**src/rtl/config_frame_loader.sv**
```systemverilog
// Configuration word stream loader: hunts for the sync word, decodes frame headers,
// broadcasts per-row frame data with a row select, and closes each frame with a strobe.
module config_frame_loader #(
    parameter int          FrameBitsPerRow  = 32,
    parameter int          RowSelectWidth   = 5,
    parameter int          NumberOfRows     = 12,
    parameter int          FrameSelectWidth = 5,
    parameter int          MaxFramesPerCol  = 20,
    parameter logic [31:0] SyncPattern      = 32'hFAB0_FAB1
) (
    input  logic                        CLK,
    input  logic                        RST,
    input  logic [31:0]                 WordData_I,
    input  logic                        WordValid_I,
    output logic                        WordReady_O,
    output logic [FrameBitsPerRow-1:0]  FrameData_O,
    output logic [RowSelectWidth-1:0]   RowSelect_O,
    output logic                        FrameStrobe_O,
    output logic [FrameSelectWidth-1:0] FrameAddr_O,
    output logic                        Busy_O,
    output logic                        Error_O
);

    localparam int ROW_W = $clog2(NumberOfRows + 1);
    localparam logic [ROW_W-1:0]            LAST_ROW  = ROW_W'(NumberOfRows);
    localparam logic [ROW_W-1:0]            FIRST_ROW = ROW_W'(1'b1);
    localparam logic [FrameSelectWidth-1:0] MAX_ADDR  = FrameSelectWidth'(MaxFramesPerCol);

    typedef enum logic [1:0] {
        ST_HUNT   = 2'd0,
        ST_HEADER = 2'd1,
        ST_DATA   = 2'd2,
        ST_STROBE = 2'd3
    } state_t;

    state_t                      state_q, state_d;
    logic [ROW_W-1:0]            row_q, row_d;
    logic [FrameBitsPerRow-1:0]  frame_data_q, frame_data_d;
    logic [RowSelectWidth-1:0]   row_select_q, row_select_d;
    logic                        frame_strobe_q, frame_strobe_d;
    logic [FrameSelectWidth-1:0] frame_addr_q, frame_addr_d;
    logic                        busy_q, busy_d;
    logic                        error_q, error_d;
    logic                        word_ready_s;
    logic                        accept_s;
    logic [FrameSelectWidth-1:0] hdr_addr_s;

    assign word_ready_s = (state_q != ST_STROBE);
    assign accept_s     = WordValid_I & word_ready_s;
    assign hdr_addr_s   = WordData_I[FrameSelectWidth-1:0];

    // Next-state and output decode for the loader FSM.
    always_comb begin
        state_d        = state_q;
        row_d          = row_q;
        frame_data_d   = frame_data_q;
        row_select_d   = {RowSelectWidth{1'b0}};
        frame_addr_d   = frame_addr_q;
        error_d        = error_q;
        // The strobe trails the STROBE state by one edge so it follows the last row's cycle.
        frame_strobe_d = (state_q == ST_STROBE);

        case (state_q)
            ST_HUNT: begin
                if (accept_s && (WordData_I == SyncPattern)) begin
                    state_d = ST_HEADER;
                end else begin
                    state_d = ST_HUNT;
                end
            end
            ST_HEADER: begin
                if (!accept_s) begin
                    state_d = ST_HEADER;
                end else if (WordData_I[31]) begin
                    state_d = ST_HUNT;
                end else if (hdr_addr_s >= MAX_ADDR) begin
                    error_d = 1'b1;
                    state_d = ST_HUNT;
                end else begin
                    frame_addr_d = hdr_addr_s;
                    row_d        = FIRST_ROW;
                    state_d      = ST_DATA;
                end
            end
            ST_DATA: begin
                if (accept_s) begin
                    frame_data_d = WordData_I[FrameBitsPerRow-1:0];
                    row_select_d = RowSelectWidth'(row_q);
                    if (row_q == LAST_ROW) begin
                        state_d = ST_STROBE;
                    end else begin
                        row_d = row_q + FIRST_ROW;
                    end
                end else begin
                    state_d = ST_DATA;
                end
            end
            ST_STROBE: begin
                state_d = ST_HEADER;
            end
            default: begin
                state_d = ST_HUNT;
            end
        endcase

        busy_d = (state_d != ST_HUNT);
    end

    // State and output registers; reset discards any partial frame.
    always_ff @(posedge CLK) begin
        if (RST) begin
            state_q        <= ST_HUNT;
            row_q          <= FIRST_ROW;
            frame_data_q   <= {FrameBitsPerRow{1'b0}};
            row_select_q   <= {RowSelectWidth{1'b0}};
            frame_strobe_q <= 1'b0;
            frame_addr_q   <= {FrameSelectWidth{1'b0}};
            busy_q         <= 1'b0;
            error_q        <= 1'b0;
        end else begin
            state_q        <= state_d;
            row_q          <= row_d;
            frame_data_q   <= frame_data_d;
            row_select_q   <= row_select_d;
            frame_strobe_q <= frame_strobe_d;
            frame_addr_q   <= frame_addr_d;
            busy_q         <= busy_d;
            error_q        <= error_d;
        end
    end

    assign WordReady_O   = word_ready_s & ~RST;
    assign FrameData_O   = frame_data_q;
    assign RowSelect_O   = row_select_q;
    assign FrameStrobe_O = frame_strobe_q;
    assign FrameAddr_O   = frame_addr_q;
    assign Busy_O        = busy_q;
    assign Error_O       = error_q;

endmodule

```
**config.mk**
```make
export PLATFORM = sky130hd
export DESIGN_NAME = config_frame_loader
export DESIGN_NICKNAME = d
export VERILOG_FILES = /design/src/rtl/config_frame_loader.sv
export SDC_FILE = /design/constraint.sdc
export NUM_CORES = 1
export LEC_CHECK = 0
export CAP_MARGIN = 0
export CORE_UTILIZATION = 38
export DETAILED_ROUTE_END_ITERATION = 7
export HOLD_SLACK_MARGIN = 0.1
export PLACE_DENSITY = 0.75
export SYNTH_ARGS = -nofsm -noshare
export SYNTH_HDL_FRONTEND = slang
export SYNTH_SLANG_ARGS = --single-unit
```
**constraint.sdc**
```tcl
create_clock -name CLK -period 1.51 [get_ports CLK]
set_clock_uncertainty 0.1 [all_clocks]
set_input_delay 0.453 -clock CLK [delete_from_list [all_inputs] [get_ports CLK]]
set_output_delay 0.453 -clock CLK [all_outputs]
set_load 0.01 [all_outputs]
```
======== After elaboration in Yosys (flattened, before gate mapping) ========
Index checks and enable logic that the tools add are counted.
storage, ports and cells
  bits in latches ......................... 0
  memories ................................ 0
  bits in read-only memories .............. 0
  memory bits (writable) .................. 0
  word-level logic and storage cells ...... 52
  bits in registers ....................... 51
  output and inout port bits .............. 46
  bits of input ports ..................... 35
operators by class
  bitwise operators ....................... 7
  div/mod/pow operators ................... 0
  $add $sub $neg .......................... 1
  multiplexer cells ....................... 13
  shift operators ......................... 0
  multiply operators ...................... 0
  equality and inequality tests ........... 11
  magnitude comparators ................... 1
  reduce and logical (&&, ||, !) cells .... 10
operators with widths
  kind                  number
  $eq 32x32->1 const B  1
  $mux 4                5
  $ne 2x2->1 const B    6
  $mux 2                5
  $pmux 2 s4            1
  $pmux 4 s2            1
  $reduce_and 4->1      2
  $reduce_and 6->1      1
  $ge 5x5->1 const B    1
  $not 1->1             5
  $add 4x1->4 const B   1
  $eq 2x2->1 const B    2
  $eq 4x4->1 const B    1
  $reduce_bool 2->1     2
  $reduce_or 3->1       1
  $and 1x1->1           2
  $eq 2x1->1 const B    1
  $logic_not 2->1       1
  $reduce_and 2->1      1
  $reduce_or 2->1       1
  $logic_and 1x1->1     1
  $mux 1                1

======== Depth between registers and ports, before layout ========
Gate-level depths: netlist of the first run.
  word-level depth ........................ 6
  depth in mapped cells ................... 6

======== Worst setup path after synthesis of the first run ========
Ideal clock, no wire load.
  kind .................................... input port to flip-flop
  start point ............................. input WordData_I[31]
  end point ............................... register row_q[2]
  path slack .............................. -98 ps
  arrival time ............................ 1449 ps
  setup time .............................. 59 ps
  required time ........................... 1351 ps
  stages .................................. 5
  cells stage by stage .................... and4bb_1 -> buf_6 -> a22oi_4 -> or4b_1 -> nand2_1
between the ends
  word-level cells in the longest chain between the ends .. 2
ends and longest elaborated chain
  what                               RTL line  RTL
  from (decl)                        13        input logic [31:0] WordData_I,
  $ne 2x2->1 (no source line)        --
  $reduce_and 6->1 (no source line)  --
  to (signal assigned)               122       row_q <= row_d;
  to (decl)                          37        logic [ROW_W-1:0] row_q, row_d;
No other way between the ends.
A chain may end at the register's enable or synchronous reset.

======== Final worst setup path of the first run ========
  start point ............................. register state_q[1]
  end point ............................... register row_q[2]
between the ends
  word-level cells in the longest chain between the ends .. 4
  elaborated cells between the ends (all ways) .. 12
  classes of those cells .................. eq/ne (8); mux (1); bitwise (1); reduce/logical (2)
ends and longest elaborated chain
  what                               RTL line  RTL
  from (decl)                        36        state_t state_q, state_d;
  from (signal assigned)             121       state_q <= state_d;
  $ne 2x2->1                         48        assign word_ready_s = (state_q != ST_STROBE);
  $and 1x1->1                        49        assign accept_s = WordValid_I & word_ready_s;
  $ne 2x2->1 (no source line)        --
  $reduce_and 6->1 (no source line)  --
Several ways; a longest one is shown, not always the timed one.

==> results of run 1 <==
## cells by family after synthesis
| group | count (synthesis) |
|---|---|
| flip-flops | 50 |
| adder cells (fa/ha/maj) | 2 |
| AO/OA/AOI/OAI | 51 |
| buffers and inverters | 18 |
| AND/OR/NAND/NOR | 111 |
| other | 1 |
## state kept, by name (all words and copies together), names as in the netlist
register and count:
Busy_O 1, Error_O 1, FrameAddr_O 5, FrameData_O 32, FrameStrobe_O 1, RowSelect_O 4, row_q 4, state_q 2
## what timing repair did
action                     4_1_cts  5_1_grt
pin swaps                        9        9
buffers inserted                 0        3
hold endpoints to repair         0        0
resized for setup               74       36
gates cloned                     0        0
hold buffers                     0        0
setup endpoints to repair       90       29
## worst register-to-register path: cells and delay by family (launching register included)
kind             cells  cell delay (ps)
AO/OA/AOI/OAI        1              100
flip-flops           1              350
AND/OR/NAND/NOR      3              880
## final cells by class
type	instances	area (µm²)	share of cell area
clock inverters	1	30.0	0.00955
multi-input cells	165	925	0.294
inverters	4	15.0	0.00477
well taps	67	83.8	0.0267
clock buffers	7	76.3	0.0243
repair buffers	108	1010	0.321
flip-flops and latches	50	1010	0.320
## worst paths after layout
path | to | cells after the start
worst min register to register | FrameData_O[13]$_SDFFE_PP0P_ | 2
worst max-delay path | row_q[2]$_SDFFE_PP0P_ | 4
worst max register to register | row_q[2]$_SDFFE_PP0P_ | 4
worst min-delay path | FrameData_O[16]$_SDFFE_PP0P_ | 3
## cell usage after synthesis, drive strengths merged
master / count
buf: 9
nor3b: 2
nand4bb: 1
and3b: 1
nor4b: 1
o21ai: 3
nand4: 3
nand3b: 2
a22oi: 1
inv: 4
and4bb: 2
or4b: 1
nor3: 3
nor4: 1
nor2: 4
a21o: 1
nand2: 77
and2b: 1
o211ai: 1
nand3: 8
or3: 1
a211oi: 1
dfxtp: 50
ha: 2
and4: 1
a21boi: 1
conb: 1
a21oi: 42
o21a: 1
nor4bb: 2
clkbuf: 5
## placed cells by master, fill, tap and decap left out, types with 3 or more instances in the layout
master,count
sky130_fd_sc_hd__dfxtp_2,4
sky130_fd_sc_hd__nand2_1,76
sky130_fd_sc_hd__buf_6,3
sky130_fd_sc_hd__nor3_1,3
sky130_fd_sc_hd__dlygate4sd2_1,48
sky130_fd_sc_hd__clkdlybuf4s50_1,5
sky130_fd_sc_hd__nand4_1,3
sky130_fd_sc_hd__dfxtp_1,46
sky130_fd_sc_hd__clkdlybuf4s15_1,7
sky130_fd_sc_hd__buf_4,23
sky130_fd_sc_hd__buf_2,3
sky130_fd_sc_hd__inv_1,4
sky130_fd_sc_hd__nor2_1,4
sky130_fd_sc_hd__nand3_1,7
sky130_fd_sc_hd__dlymetal6s2s_1,15
sky130_fd_sc_hd__clkbuf_8,5
sky130_fd_sc_hd__a21oi_1,39
## report_power, final
group / leakage (µW) / switching [µW] / internal [µW] / total [µW]
registers: 0.000404 / 6.37 / 1330 / 1330
logic: 0.00101 / 109 / 125 / 234
clock network: 0.0000524 / 414 / 496 / 910
## routing by layer
| metal | vias up | routed length (µm) | track usage | part of all wire |
|---|---|---|---|---|
| met2 | 76 | 2560 | 0.341 | 0.48 |
| li1 | 982 | - | - | - |
| met5 | - | 0 | 0 | 0 |
| met1 | 870 | 2300 | 0.256 | 0.43 |
| met3 | 5 | 457 | 0.0672 | 0.086 |
| met4 | 0 | 28 | 0.0385 | 0.0052 |
## per-stage QoR
stage	setup WS, ps	power (µW)
global placement	-625	1600
detailed placement	-655	1600
global route	-56.7	2570
finish	12.2	2480
floorplan	-97.5	1430
CTS	0.982	2490
==> impl_metrics.sql, run 1 <==
INSERT INTO impl_metrics (metric_group, metric, value, unit) VALUES
('worst_setup_path', 'regToRegSetupSlack', '10', 'ps'),
('final_layout', 'layout.filler_cells', '437', ''),
('final_layout', 'flow.area_growth_from_synthesis', '61.9', '%'),
('routing', 'routed_via_density', '4.81', ''),
('worst_setup_path', 'cell_with_the_largest_stage_delay_on_the_worst_path', 'sky130_fd_sc_hd__or4b_1', ''),
('global_routing', 'wire_length_of_the_first_global_routing_pass', '8490', 'µm'),
('die', 'dieArea', '5400', 'µm²'),
('sta', 'final-setup-viol-count', '0', ''),
('final_layout', 'layout.cells.non_filler', '402', ''),
('yosys', 'synth-simple-area-share', '0.269', ''),
('clock_tree', 'htree_num_levels', '2', ''),
('clock_tree', 'clk_root_buffer_cell', 'sky130_fd_sc_hd__clkbuf_8', ''),
('yosys', 'muxShareOfSynthArea', '0', ''),
('final_layout', 'post_route_cells_drive_above_1_share', '0.176', ''),
('clock_tree', 'cts_buffers', '5', ''),
('yosys', 'synthCells', '233', ''),
('clock_tree', 'clkLatencyLatePin', '290', 'ps'),
('sta', 'finalWorstPathRequiredPeriod', '1500', 'ps'),
('sta', 'holdWs', '336', 'ps'),
('worst_setup_path', 'worstSetupStartpoint', 'state_q[1]$_SDFF_PP0_', ''),
('worst_setup_path', 'worstPathBufferInverterCount', '0', ''),
('worst_setup_path', 'critical_path_arrival', '1640', 'ps'),
('placement', 'io_buffer_count', '79', ''),
('die', 'ioPinCount', '81', ''),
('yosys', 'sequential_share_of_the_synthesized_area', '0.515', ''),
('routing', 'drt_iter0_drc', '80', ''),
('pwr', 'leakagePower', '0.00147', 'µW'),
('routing', 'remaining_number_of_nets_flagged_by_the_antenna_check_after_routing', '0', ''),
('pwr', 'power.density', '788', 'nW/µm²'),
('die', 'core.rowCount', '25', ''),
('worst_setup_path', 'crit_required', '1650', 'ps'),
('sta', 'maxSlewViolCount', '0', ''),
('global_routing', 'grt_overflow', '0', ''),
('final_layout', 'final_cell_area', '3150', 'µm²'),
('routing', 'drt-pass1-iter-count', '4', ''),
('clock_tree', 'clock_tree.buffer_depth', '2', ''),
('global_routing', 'grt_antenna_before_repair', '0', ''),
('clock_tree', 'clock_tree_from_tritoncts', 'built', ''),
('routing', 'route.detailed.drc', '0', ''),
('worst_setup_path', 'critPathMaxFanout', '5', ''),
('outcome', 'run_status', 'complete, no violations', ''),
('yosys', 'synth.avg_cell_area', '8.34', 'µm²'),
('pwr', 'vdd.ir_drop.worst', '507', 'µV'),
('worst_setup_path', 'worst_setup_path_start_kind', 'flop', ''),
('worst_setup_path', 'critical-path-max-stage-delay', '460', 'ps'),
('yosys', 'synth.yosys.warnings', '0', ''),
('worst_setup_path', 'timing.critical_path.cells', 'and4bb_4 > a22oi_4 > or4b_1 > nand2_1', ''),
('yosys', 'syn-num-nets', '270', ''),
('sta', 'timing.final.crit_share', '0.992', ''),
('worst_setup_path', 'worst_r2r_startpoint', 'state_q[1]$_SDFF_PP0_', ''),
('hold_path', 'hold_path_startpoint', 'WordData_I[16]', ''),
('final_layout', 'final_nets', '371', ''),
('yosys', 'mappedNetlistArea', '1940', 'µm²'),
('yosys', 'synth.top_cells.by_area', 'sky130_fd_sc_hd__dfxtp_1 52%, sky130_fd_sc_hd__nand2_1 15%, sky130_fd_sc_hd__a21oi_1 11%, sky130_fd_sc_hd__nand3_1 2.1%, sky130_fd_sc_hd__ha_1 1.3%', ''),
('die', 'die_w', '73.5', 'µm'),
('global_routing', 'grtUsageTotal', '0.203', ''),
('run', 'maxCapViolations', '0', ''),
('placement', 'post_dp_hpwl', '3660', 'µm'),
('placement', 'post-place-cells', '391', ''),
('sta', 'max_clock_freq', '0.668', 'GHz'),
('clock_tree', 'cts_num_sinks', '50', ''),
('yosys', 'synth-xor-area-share', '0', ''),
('hold_path', 'hold_path.class', 'input pin to flop', ''),
('yosys', 'share_of_the_synthesized_area_in_compound_gates_ao_oa_aoi_oai', '0.158', ''),
('yosys', 'synthAdderAreaFrac', '0.0129', ''),
('yosys', 'synth_top_area_share', '0.515', ''),
('placement', 'place_congestion', '0.780', ''),
('worst_setup_path', 'worstSetupPathType', 'flop to flop', ''),
('yosys', 'dominant_combinational_cell_family_by_area_after_synthesis', 'simple AND/OR/NAND/NOR gates', ''),
('yosys', 'synth_top_cell_by_area', 'sky130_fd_sc_hd__dfxtp_1', ''),
('worst_setup_path', 'crit_family', 'simple AND/OR/NAND/NOR gates', '');
Power figures use the tool's default switching activity.
==> run 2, diff against run 1 <==
--- a/config.mk
+++ b/config.mk
@@ -5,7 +5,7 @@
 export SDC_FILE = /design/constraint.sdc
 export NUM_CORES = 1
 export LEC_CHECK = 0
-export CAP_MARGIN = 0
+export CAP_MARGIN = 5
 export CORE_UTILIZATION = 38
 export DETAILED_ROUTE_END_ITERATION = 7
 export HOLD_SLACK_MARGIN = 0.1
==> results of run 2 <==
No change in the layout: final DEF, timing and power equal those of run 1.
